### src/rtl/control_arranque_pkg.sv
// Shared definitions for the start controller: state encoding, default
// parameter values and counter widths.
package control_arranque_pkg;

  localparam int DEBOUNCE_DEF = 4;
  localparam int TIMEOUT_DEF  = 40;

  localparam int DB_CNT_W = 3;
  localparam int TO_CNT_W = 6;
  localparam int CORR_W   = 4;

  typedef enum logic [2:0] {
    E_INICIO  = 3'd0,
    E_REPOSO  = 3'd1,
    E_DISPARO = 3'd2,
    E_ESPERA  = 3'd3,
    E_FIN     = 3'd4,
    E_ERROR   = 3'd5
  } estado_t;

  // A single light that contradicts the selected speed means the sequencer is misbehaving.
  function automatic logic luz_cruzada(input logic vel, input logic roja,
                                       input logic amarilla, input logic verde);
    return (!vel && verde && !amarilla && !roja) ||
           ( vel && amarilla && !verde && !roja);
  endfunction

endpackage

### src/rtl/control_arranque_antirrebote.sv
// Two-flop synchronizer followed by a debounce filter; emits a one-cycle
// pulse whenever the filtered level rises.
module antirrebote
  import control_arranque_pkg::*;
#(
  parameter int CICLOS = DEBOUNCE_DEF
) (
  input  logic clk,
  input  logic rst,
  input  logic btn_i,
  output logic pulsacion_o
);

  localparam logic [DB_CNT_W-1:0] ULTIMO = DB_CNT_W'(CICLOS - 1);

  logic [1:0]          sync_q;
  logic [DB_CNT_W-1:0] cnt_q, cnt_d;
  logic                nivel_q, nivel_d;
  logic                pulso_q, pulso_d;

  // NOTE: every variable gets a default before any branch so no path leaves it unassigned (no latch).
  always_comb begin
    cnt_d   = '0;
    nivel_d = nivel_q;
    pulso_d = 1'b0;
    if (sync_q[1] != nivel_q) begin
      if (cnt_q == ULTIMO) begin
        nivel_d = sync_q[1];
        pulso_d = sync_q[1];
      end else begin
        cnt_d = cnt_q + DB_CNT_W'(1);
      end
    end
  end

  // NOTE: non-blocking assignments so every flop samples pre-edge values; the synchronizer chain depends on it.
  always_ff @(posedge clk) begin
    if (rst) begin
      sync_q  <= '0;
      cnt_q   <= '0;
      nivel_q <= 1'b0;
      pulso_q <= 1'b0;
    end else begin
      sync_q  <= {sync_q[0], btn_i};
      cnt_q   <= cnt_d;
      nivel_q <= nivel_d;
      pulso_q <= pulso_d;
    end
  end

  assign pulsacion_o = pulso_q;

endmodule

### src/rtl/control_arranque.sv
// Start controller for a downstream light sequencer: debounced buttons,
// run supervision with timeout and light-consistency checks, run counter.
module control_arranque
  import control_arranque_pkg::*;
#(
  parameter int DEBOUNCE_CICLOS = DEBOUNCE_DEF,
  parameter int TIMEOUT         = TIMEOUT_DEF
) (
  input  logic              CLK,
  input  logic              RESET,
  input  logic              BTN_START,
  input  logic              BTN_VEL,
  input  logic              LUZ_ROJA,
  input  logic              LUZ_AMARILLA,
  input  logic              LUZ_VERDE,
  output logic              START,
  output logic              VEL,
  output logic              RESET_LUCES,
  output logic              OCUPADO,
  output logic [CORR_W-1:0] CORRIDAS,
  output logic              ERROR
);

  localparam logic [TO_CNT_W-1:0] TO_LIM = TO_CNT_W'(TIMEOUT);

  estado_t             state_q, state_d;
  logic [TO_CNT_W-1:0] to_q, to_d;
  logic [CORR_W-1:0]   corr_q, corr_d;
  logic                vel_q, vel_d;
  logic                err_q, err_d;
  logic                p_start, p_vel;
  logic                todas;

  antirrebote #(.CICLOS(DEBOUNCE_CICLOS)) u_ar_start (
    .clk(CLK), .rst(RESET), .btn_i(BTN_START), .pulsacion_o(p_start)
  );

  antirrebote #(.CICLOS(DEBOUNCE_CICLOS)) u_ar_vel (
    .clk(CLK), .rst(RESET), .btn_i(BTN_VEL), .pulsacion_o(p_vel)
  );

  assign todas = LUZ_ROJA && LUZ_AMARILLA && LUZ_VERDE;

  always_comb begin
    state_d     = state_q;
    to_d        = to_q;
    corr_d      = corr_q;
    vel_d       = vel_q;
    err_d       = err_q;
    START       = 1'b0;
    RESET_LUCES = 1'b0;
    OCUPADO     = 1'b0;
    case (state_q)
      E_INICIO: begin
        RESET_LUCES = 1'b1;
        state_d     = E_REPOSO;
      end
      E_REPOSO: begin
        // A simultaneous speed press is dropped so the run starts with the selection already shown.
        if (p_start)    state_d = E_DISPARO;
        else if (p_vel) vel_d   = !vel_q;
      end
      E_DISPARO: begin
        START   = 1'b1;
        OCUPADO = 1'b1;
        to_d    = '0;
        state_d = E_ESPERA;
      end
      E_ESPERA: begin
        OCUPADO = 1'b1;
        to_d    = to_q + TO_CNT_W'(1);
        if (todas) begin
          state_d = E_FIN;
        end else if (to_d == TO_LIM ||
                     luz_cruzada(vel_q, LUZ_ROJA, LUZ_AMARILLA, LUZ_VERDE)) begin
          state_d = E_ERROR;
          err_d   = 1'b1;
        end
      end
      E_FIN: begin
        RESET_LUCES = 1'b1;
        if (corr_q != '1) corr_d = corr_q + CORR_W'(1);
        state_d = E_REPOSO;
      end
      E_ERROR: begin
        RESET_LUCES = 1'b1;
        err_d       = 1'b1;
      end
      default: state_d = E_INICIO;
    endcase
  end

  always_ff @(posedge CLK) begin
    if (RESET) begin
      state_q <= E_INICIO;
      to_q    <= '0;
      corr_q  <= '0;
      vel_q   <= 1'b0;
      err_q   <= 1'b0;
    end else begin
      state_q <= state_d;
      to_q    <= to_d;
      corr_q  <= corr_d;
      vel_q   <= vel_d;
      err_q   <= err_d;
    end
  end

  assign VEL      = vel_q;
  assign CORRIDAS = corr_q;
  assign ERROR    = err_q;

endmodule

### config.mk
export PLATFORM = sky130hd
export DESIGN_NAME = control_arranque
export DESIGN_NICKNAME = d
export VERILOG_FILES = /design/src/rtl/control_arranque_pkg.sv /design/src/rtl/control_arranque_antirrebote.sv /design/src/rtl/control_arranque.sv
export SDC_FILE = /design/constraint.sdc
export NUM_CORES = 1
export LEC_CHECK = 0
export ABC_AREA = 1
export CAP_MARGIN = 10
export CORE_ASPECT_RATIO = 0.9
export CORE_MARGIN = 2
export CORE_UTILIZATION = 57
export CTS_CLUSTER_DIAMETER = 60
export DETAILED_ROUTE_END_ITERATION = 10
export PLACE_DENSITY = 0.92
export SLEW_MARGIN = 10
export SYNTH_ARGS = -nofsm -noshare
export SYNTH_HDL_FRONTEND = slang
export SYNTH_SLANG_ARGS = --single-unit
### constraint.sdc
create_clock -name CLK -period 2.11 [get_ports CLK]
set_input_delay 0.211 -clock CLK [delete_from_list [all_inputs] [get_ports CLK]]
set_output_delay 0.211 -clock CLK [all_outputs]
set_load 0.005 [all_outputs]
* Word level (Yosys, flattened, before mapping) *
Index checks and enable logic that the tools add are counted.

storage, ports and cells
  bits in registers = 29
  input bits = 7
  logic and storage cells = 79

cells by class
  add/subtract/negate cells = 4
  eq/ne operators = 15
  mux-type cells = 11
  bitwise operators = 6
  reductions and logical operators = 30

operator list
  cell                                           count
  case mux 3 bit (5 select lines)                1
  OR reduction 3 bit                             5
  == test 3 x 2 -> 1 bit, second input constant  4
  case mux 6 bit (2 select lines)                1
  two-way mux 3 bit                              3
  AND reduction 3 bit                            3
  logical AND 1 bit                              8
  adder 3 x 1 -> 3 bit, second input constant    2
  adder 6 x 1 -> 6 bit, second input constant    1
  == test 3 bit, second input constant           2
  == test 6 bit, second input constant           1
  NOT 1 bit                                      6
  AND reduction 2 bit                            3
  two-way mux 1 bit                              5
  adder 4 x 1 -> 4 bit, second input constant    1
  zero test 1 bit                                4
  inequality test 2 bit, second input constant   2
  inequality test 4 bit, second input constant   1
  nonzero test 2 bit                             2
  OR reduction 2 bit                             2
  == test 3 x 1 -> 1 bit, second input constant  1
  zero test 3 bit                                1
  inequality test 3 bit, second input constant   1
  logical OR 1 bit                               2
  other kinds (3)                                4

* Depth between registers and ports, before layout *
Gate-level depths: netlist (run 1).

  depth in word-level cells = 9
  depth in mapped cells = 12
  gate-level depth less buffers = 12

* Modules after synthesis *
A second synthesis (run 1) with hierarchy kept.

second synthesis, totals
  cells, all modules = 183
  area total of the unflattened synthesis = 1340.0 sq um

modules (own cells, without submodules)
  module            times used  cells each  area an instance (sq um)
  control_arranque  1           123         829.5
  antirrebote       2           30          255.2

* Worst setup path before layout (run 1) *
OpenSTA, ideal clock, no wires.

  path kind = register to register
  start point = register to_q[0]
  end point = register state_q[1]
  library setup time = 114 ps
  arrival = 1284 ps
  data required time = 1996 ps
  slack = 713 ps
  stages on the path, launching flop included = 12
  buffers on the path = 0
  cells stage by stage = dfxtp_1 -> ha_1 -> nand2_2 -> clkinv_1 -> nand3_1 -> nand2_1 -> nor2_1 -> nand2_1 -> nand3_1 -> nand2_1 -> o21bai_1 -> inv_1

on the way
  cells in the longest elaborated chain, start to end = 5

RTL lines
  what                                    line                     text
  start, declared                         control_arranque.sv:27   logic [TO_CNT_W-1:0] to_q, to_d;
  start signal, assigned                  control_arranque.sv:102  to_q <= to_d;
  adder 6 x 1 -> 6 bit                    control_arranque.sv:71   to_d = to_q + TO_CNT_W'(1);
  == test 6 bit                           control_arranque.sv:74   end else if (to_d == TO_LIM ||
  logical OR 1 bit                        control_arranque.sv:74
  inequality test 3 bit (no source line)  n/a
  AND reduction 3 bit (no source line)    n/a
  end signal, assigned                    control_arranque.sv:101  state_q <= state_d;
  end, declared                           control_arranque.sv:26   estado_t state_q, state_d;

Every way passes these cells.
A chain may end at the register's enable or synchronous reset.

* Worst setup path after layout (run 1) *
  start point = register state_q[1]
  end point = output START

on the way
  cells in the longest elaborated chain, start to end = 2

RTL lines
  what                    line                    text
  == test 3 x 2 -> 1 bit  control_arranque.sv:53  case (state_q)
  two-way mux 1 bit       control_arranque.sv:53
  end, declared           control_arranque.sv:16  output logic START,

Every way passes these cells.

==> results of run 1 <==
-- kinds of logic (layout without fill, tap and decap cells) --
logic type | count (synthesis) | after routing
AND/OR/NAND/NOR | 74 | 74
buffers and inverters | 31 | 53
AO/OA/AOI/OAI | 30 | 30
flip-flops | 29 | 29
adder cells (fa/ha/maj) | 6 | 6
XOR/XNOR | 1 | 1
-- layer usage --
metal  global-route usage (%)  vias up  part of all wire, %
li1                         -      588                    -
met1                     23.4      531                   39
met2                     39.4       30                   51
met3                     10.1       11                  4.7
met4                     15.0        0                  5.2
met5                        0        -                    0
-- power by group --
part	leakage, uW	switching, uW	internal [uW]	total, uW
registers	0.000235	43.9	583	627
clock network	0.0000320	190	126	317
logic	0.000363	174	138	312
-- area by class of cell --
class	count	area (sq um)
clock buffer	6	41.3
clock inverter	2	10.0
fill	170	637
inverter	29	110
multi-input combinational	111	592
sequential	29	581
tap	27	33.8
timing repair buffer	16	158
-- synthesized netlist by cell type (all sizes together) --
library cell / number
buf: 1
or3: 1
clkinv: 2
nand4: 2
inv: 27
xor2: 1
nor3b: 1
a31oi: 2
nor3: 3
nand3b: 1
o211ai: 1
nor2: 24
nand2: 31
dfxtp: 29
and3: 1
clkbuf: 1
a211oi: 1
o21ai: 12
ha: 6
nand3: 10
o21bai: 1
a21oi: 13
-- state kept, by name (all words and copies together) (netlist names), 2 cells and up --
name	flops
state_q	3
u_ar_start.sync_q	2
u_ar_vel.cnt_q	3
to_q	6
u_ar_start.cnt_q	3
u_ar_vel.sync_q	2
CORRIDAS	4
-- per-stage QoR --
stage / worst slack, ns / hold WS [ns]
2_1_floorplan: 0.713 / 0.318
3_3_place_gp: 0.490 / 0.390
3_5_place_dp: 0.410 / 0.400
4_1_cts: 0.140 / 0.380
5_1_grt: 0.0517 / 0.388
6_report: 0.119 / 0.388
-- path summary, 6_finish.rpt --
kind | cells after the start | startpoint | slack (ns) | to
max | 5 | state_q[1] | 0.12 | START
min | 3 | BTN_VEL | 0.39 | u_ar_vel.sync_q[0]
max reg2reg | 11 | to_q[0] | 0.50 | state_q[0]
min reg2reg | 2 | u_ar_start.sync_q[0] | 0.40 | u_ar_start.sync_q[1]
-- critical path: stages, from the launching register on --
cell and delay [ns]:
dfxtp_1 0.39, inv_1 0.07, nor2_2 0.19, clkinv_2 0.17
nor2_2 0.12, clkdlybuf4s50_1 0.51
==> flow_summary_export.csv, run 1 <==
group,metric,value,unit
timing,fmax,502,MHz
timing,post-route-period-util,94.4,%
grt,grt_pass1_wl,4370,um
drt,antenna_left,0,
layout,finalNonFillerCells,220,
die,core_area,2160,sq um
grt,grt_pass1_vias,1091,
cts,cts_setup_buffers,0,
place,place_congestion,0.790,
setup_path,worstPathMaxFanout,7,
drt,wl,2630,um
setup_path,crit_path_end_kind,"output port",
grt,antenna_found_initial,0,
timing,finalHoldViolations,0,
grt,grt_max_degree,11,
drt,wl_per_cell,12.0,um
die,die_area,2660,sq um
drt,avgViaCountPerCell,5.27,
setup_path,crit_arrival,1.78,ns
cts,cts_tree,"built",
cts,clk_latency,0.34,ns
die,start_util,59.7,%
yosys,synth_cells,171,
cts,cts_hold_buffers,0,
place,numPortBuffers,15,
cts,cts_buffers,5,
cts,ctsResizeCount,0,
layout,final_common_cell,"nand2_1",
yosys,synth_compound_area_share,13.5,%
yosys,yosys_warnings,0,
setup_path,worstSetupStartpointType,"register",
timing,drv_slew,0,
timing,fin_crit,1.99,ns
grt,grt_overflow,0,
worst_hold_path,hp-class,"in -> reg",
yosys,synth_top_family_by_area,"simple AND/OR/NAND/NOR gates",
timing,final-setup-viol-count,0,
layout,utilization,70.5,%
place,placed_cells,212,
timing,setup_tns,0,ns
cts,clock_sinks,29,
yosys,syn_area,1290,sq um
power,max-vdd-ir-drop,0.643,mV
grt,track_usage,23.8,%
yosys,synth_adder_area_share,5.82,%
yosys,ys_seq_elements,29,
power,leakage,0.000630,uW
drt,drc,0,
die,die_h,49.1,um
cts,cts.htree.levels,2,
layout,most-common-layout-cells,"nand2_1 (30), dfxtp_1 (29), inv_1 (25)",
yosys,synth_simple_gate_area_share,25.9,%
drt,vias,1160,
timing,fin_worst_skew,0.00546,ns
setup_path,worstSetupPathType,"reg -> out",
yosys,synth_area_leaders,"dfxtp_1 (45%), nand2_1 (8.7%), inv_1 (7.3%), ha_1 (5.8%), nor2_1 (5.8%)",
power,powerDensity,823,nW/um^2
yosys,synth-xor-area-share,0.679,%
yosys,synth.area.mux_share,0,%
layout,final_area,1530,sq um
place,postPlaceCellArea,1470,sq um
cts,cts-root-buf,"clkbuf_4",
run,maxCapViolCount,0,
cts,cts.clk_slew.worst_paths,0.09,ns
yosys,synth_top_area_cell,"dfxtp_1",
die,num_io_pins,16,
timing,worst_pin_slew,0.378,ns
yosys,syn_area_per_cell,7.54,sq um
drt,first_iter_violations,22,
yosys,yosys.area.top_type_share,45.0,%
layout,drive_above_1_share,10.9,%
timing,relSlewSlack,74.7,%
setup_path,required,1.90,ns
drt,drt_pass1_iterations,4,
yosys,ys_types,31,
yosys,yosysSeqAreaShare,45.0,%
power,power.total,1260,uW
layout,diodes,0,
cts,cts_max_path_buffers,2,
layout,area_delta_synth_final,18.2,%
place,dp_hpwl,2010,um
status,status,"finished, final reports clean",
layout,final_nets,205,
yosys,syn_nets,184,
die,num_rows,16,
timing,grt_setup_unrepaired,"no",
die,die_w,54.1,um
Power figures use the tool's default switching activity.
==> run 2: changes to the inputs <==
- MAX_ROUTING_LAYER: not set -> met4
==> run 2 against run 1 <==
  * Non-clock buffer count is the same
  * Utilization is the same
  * Sequential share of layout area is the same
  * First-iteration DRC count is the same
  * Global-route usage grew 0.64 points
  * Routed wire length shrank 0.19%
  * Worst hold slack lost 0.0012 ns
  * Final area is the same
==> flow_summary_export.csv, run 2 (same netlist as run 1, synthesis figures left out) <==
group,metric,value,unit
drt,drc,0,
layout,area_delta_synth_final,18.2,%
place,dp_hpwl,2010,um
cts,cts_buffers,5,
timing,final-setup-viol-count,0,
timing,setup_tns,0,ns
setup_path,crit_arrival,1.78,ns
drt,drt_pass1_iterations,4,
setup_path,reg2reg_depth,11,
setup_path,required,1.90,ns
grt,grt_overflow,0,
setup_path,max_stage_delay,0.51,ns
cts,ctsResizeCount,0,
timing,grt_setup_unrepaired,"no",
drt,wl_per_cell,11.9,um
drt,vias,1161,
cts,cts_hold_buffers,0,
timing,whs,0.387,ns
cts,cts-root-buf,"clkbuf_4",
setup_path,worstSetupPathType,"reg -> out",
drt,wl,2630,um
setup_path,reg2reg_to,"state_q[0]",
status,status,"finished, final reports clean",
die,die_w,54.1,um
setup_path,endpoint,"START",
setup_path,worstPathMaxFanout,7,
die,num_io_pins,16,
cts,cts_tree,"built",
cts,cts.clk_slew.worst_paths,0.09,ns
timing,worst_pin_slew,0.378,ns
timing,fmax,502,MHz
cts,cts_setup_buffers,0,
layout,multiInputGateArea,592,sq um
worst_hold_path,hp-class,"in -> reg",
cts,cts_max_path_buffers,2,
die,num_rows,16,
grt,grt_pass1_wl,4370,um
setup_path,r2r_start,"to_q[0]",
layout,regArea,581,sq um
layout,most-common-layout-cells,"nand2_1 (30), dfxtp_1 (29), inv_1 (25)",
setup_path,critPathLaunch,"state_q[1]",
layout,regMostFlops,"to_q",
setup_path,path_common_cell,"nor2_2",
cts,clk_latency,0.34,ns
layout,n_fill_cell,170,
timing,fin_worst_skew,0.00547,ns
drt,antenna_left,0,
place,postPlaceCellArea,1470,sq um
timing,drv_slew,0,
setup_path,crit_path_end_kind,"output port",
power,powerDensity,824,nW/um^2
power,leakage,0.000630,uW
grt,antenna_found_initial,0,
die,die_area,2660,sq um
setup_path,worstSetupStartpointType,"register",
drt,first_iter_violations,22,
cts,clock_sinks,29,
die,core_area,2160,sq um
setup_path,path_cells,"inv_1 -> nor2_2 -> clkinv_2 -> nor2_2 -> clkdlybuf4s50_1",
place,numPortBuffers,15,
drt,avgViaCountPerCell,5.28,
place,place_congestion,0.801,
cts,cts.htree.levels,2,
layout,final_nets,205,
run,maxCapViolCount,0,
layout,largest_reg_flops,6,
layout,final_area,1530,sq um
grt,grt_pass1_vias,1092,
layout,drive_above_1_share,10.9,%
setup_path,cpMaxStageDelayCell,"clkdlybuf4s50_1",
grt,grt_max_degree,11,
power,max-vdd-ir-drop,0.643,mV
timing,relSlewSlack,74.7,%
timing,post-route-period-util,94.4,%
grt,track_usage,24.4,%
layout,final_common_cell,"nand2_1",
timing,fin_crit,1.99,ns
timing,finalHoldViolations,0,
die,start_util,59.7,%
layout,diodes,0,
die,die_h,49.1,um
setup_path,rrSetupSlack,0.50,ns
## run 2: per-stage QoR
step	setup slack (ns)	total power, uW	utilization [%]	cells
after global placement	0.490	928	68.2	212
after floorplan	0.713	814	-	171
after CTS	0.140	1260	70.5	220
after detailed placement	0.410	946	68.2	212
after global routing	0.0517	1330	70.5	220
final	0.118	1260	70.5	220
## run 2: final cells by class
| class | instances | area share, % |
|---|---|---|
| repair buffers | 16 | 10.3 |
| well taps | 27 | 2.21 |
| inverters | 29 | 7.22 |
| clock buffers | 6 | 2.71 |
| multi-input cells | 111 | 38.8 |
| clock inverters | 2 | 0.656 |
| flip-flops and latches | 29 | 38.1 |
## run 2: critical path: cells and delay by family (launching register included)
family,cells,cell delay (ns)
buf+inv,3,0.75
flops,1,0.39
simple gates,2,0.31
## run 2: layer usage
metal  part of all wire (%)  global-route usage, %
met5                      0                      -
met4                    4.9                   15.0
met1                     39                   23.4
met3                    4.9                   10.1
met2                     51                   39.4
## run 2: power breakdown
part / switching (uW) / internal [uW] / leakage (uW) / total (uW)
Clock: 191 / 126 / 0.0000320 / 317
Sequential: 43.9 / 583 / 0.000235 / 627
Combinational: 174 / 138 / 0.000363 / 312
## run 2: worst min-delay path by stage
| stage | startpoint | end | slack (ns) | cells after the start |
|---|---|---|---|---|
| 5_1_grt | BTN_VEL | u_ar_vel.sync_q[0] | 0.39 | 3 |
| 3_3_place_gp | u_ar_start.sync_q[0] | u_ar_start.sync_q[1] | 0.39 | 2 |
| 6_report | BTN_VEL | u_ar_vel.sync_q[0] | 0.39 | 3 |
| 3_5_place_dp | u_ar_vel.sync_q[0] | u_ar_vel.sync_q[1] | 0.40 | 2 |
| 2_1_floorplan | BTN_START | u_ar_start.sync_q[0] | 0.32 | 2 |
| 4_1_cts | BTN_VEL | u_ar_vel.sync_q[0] | 0.38 | 3 |
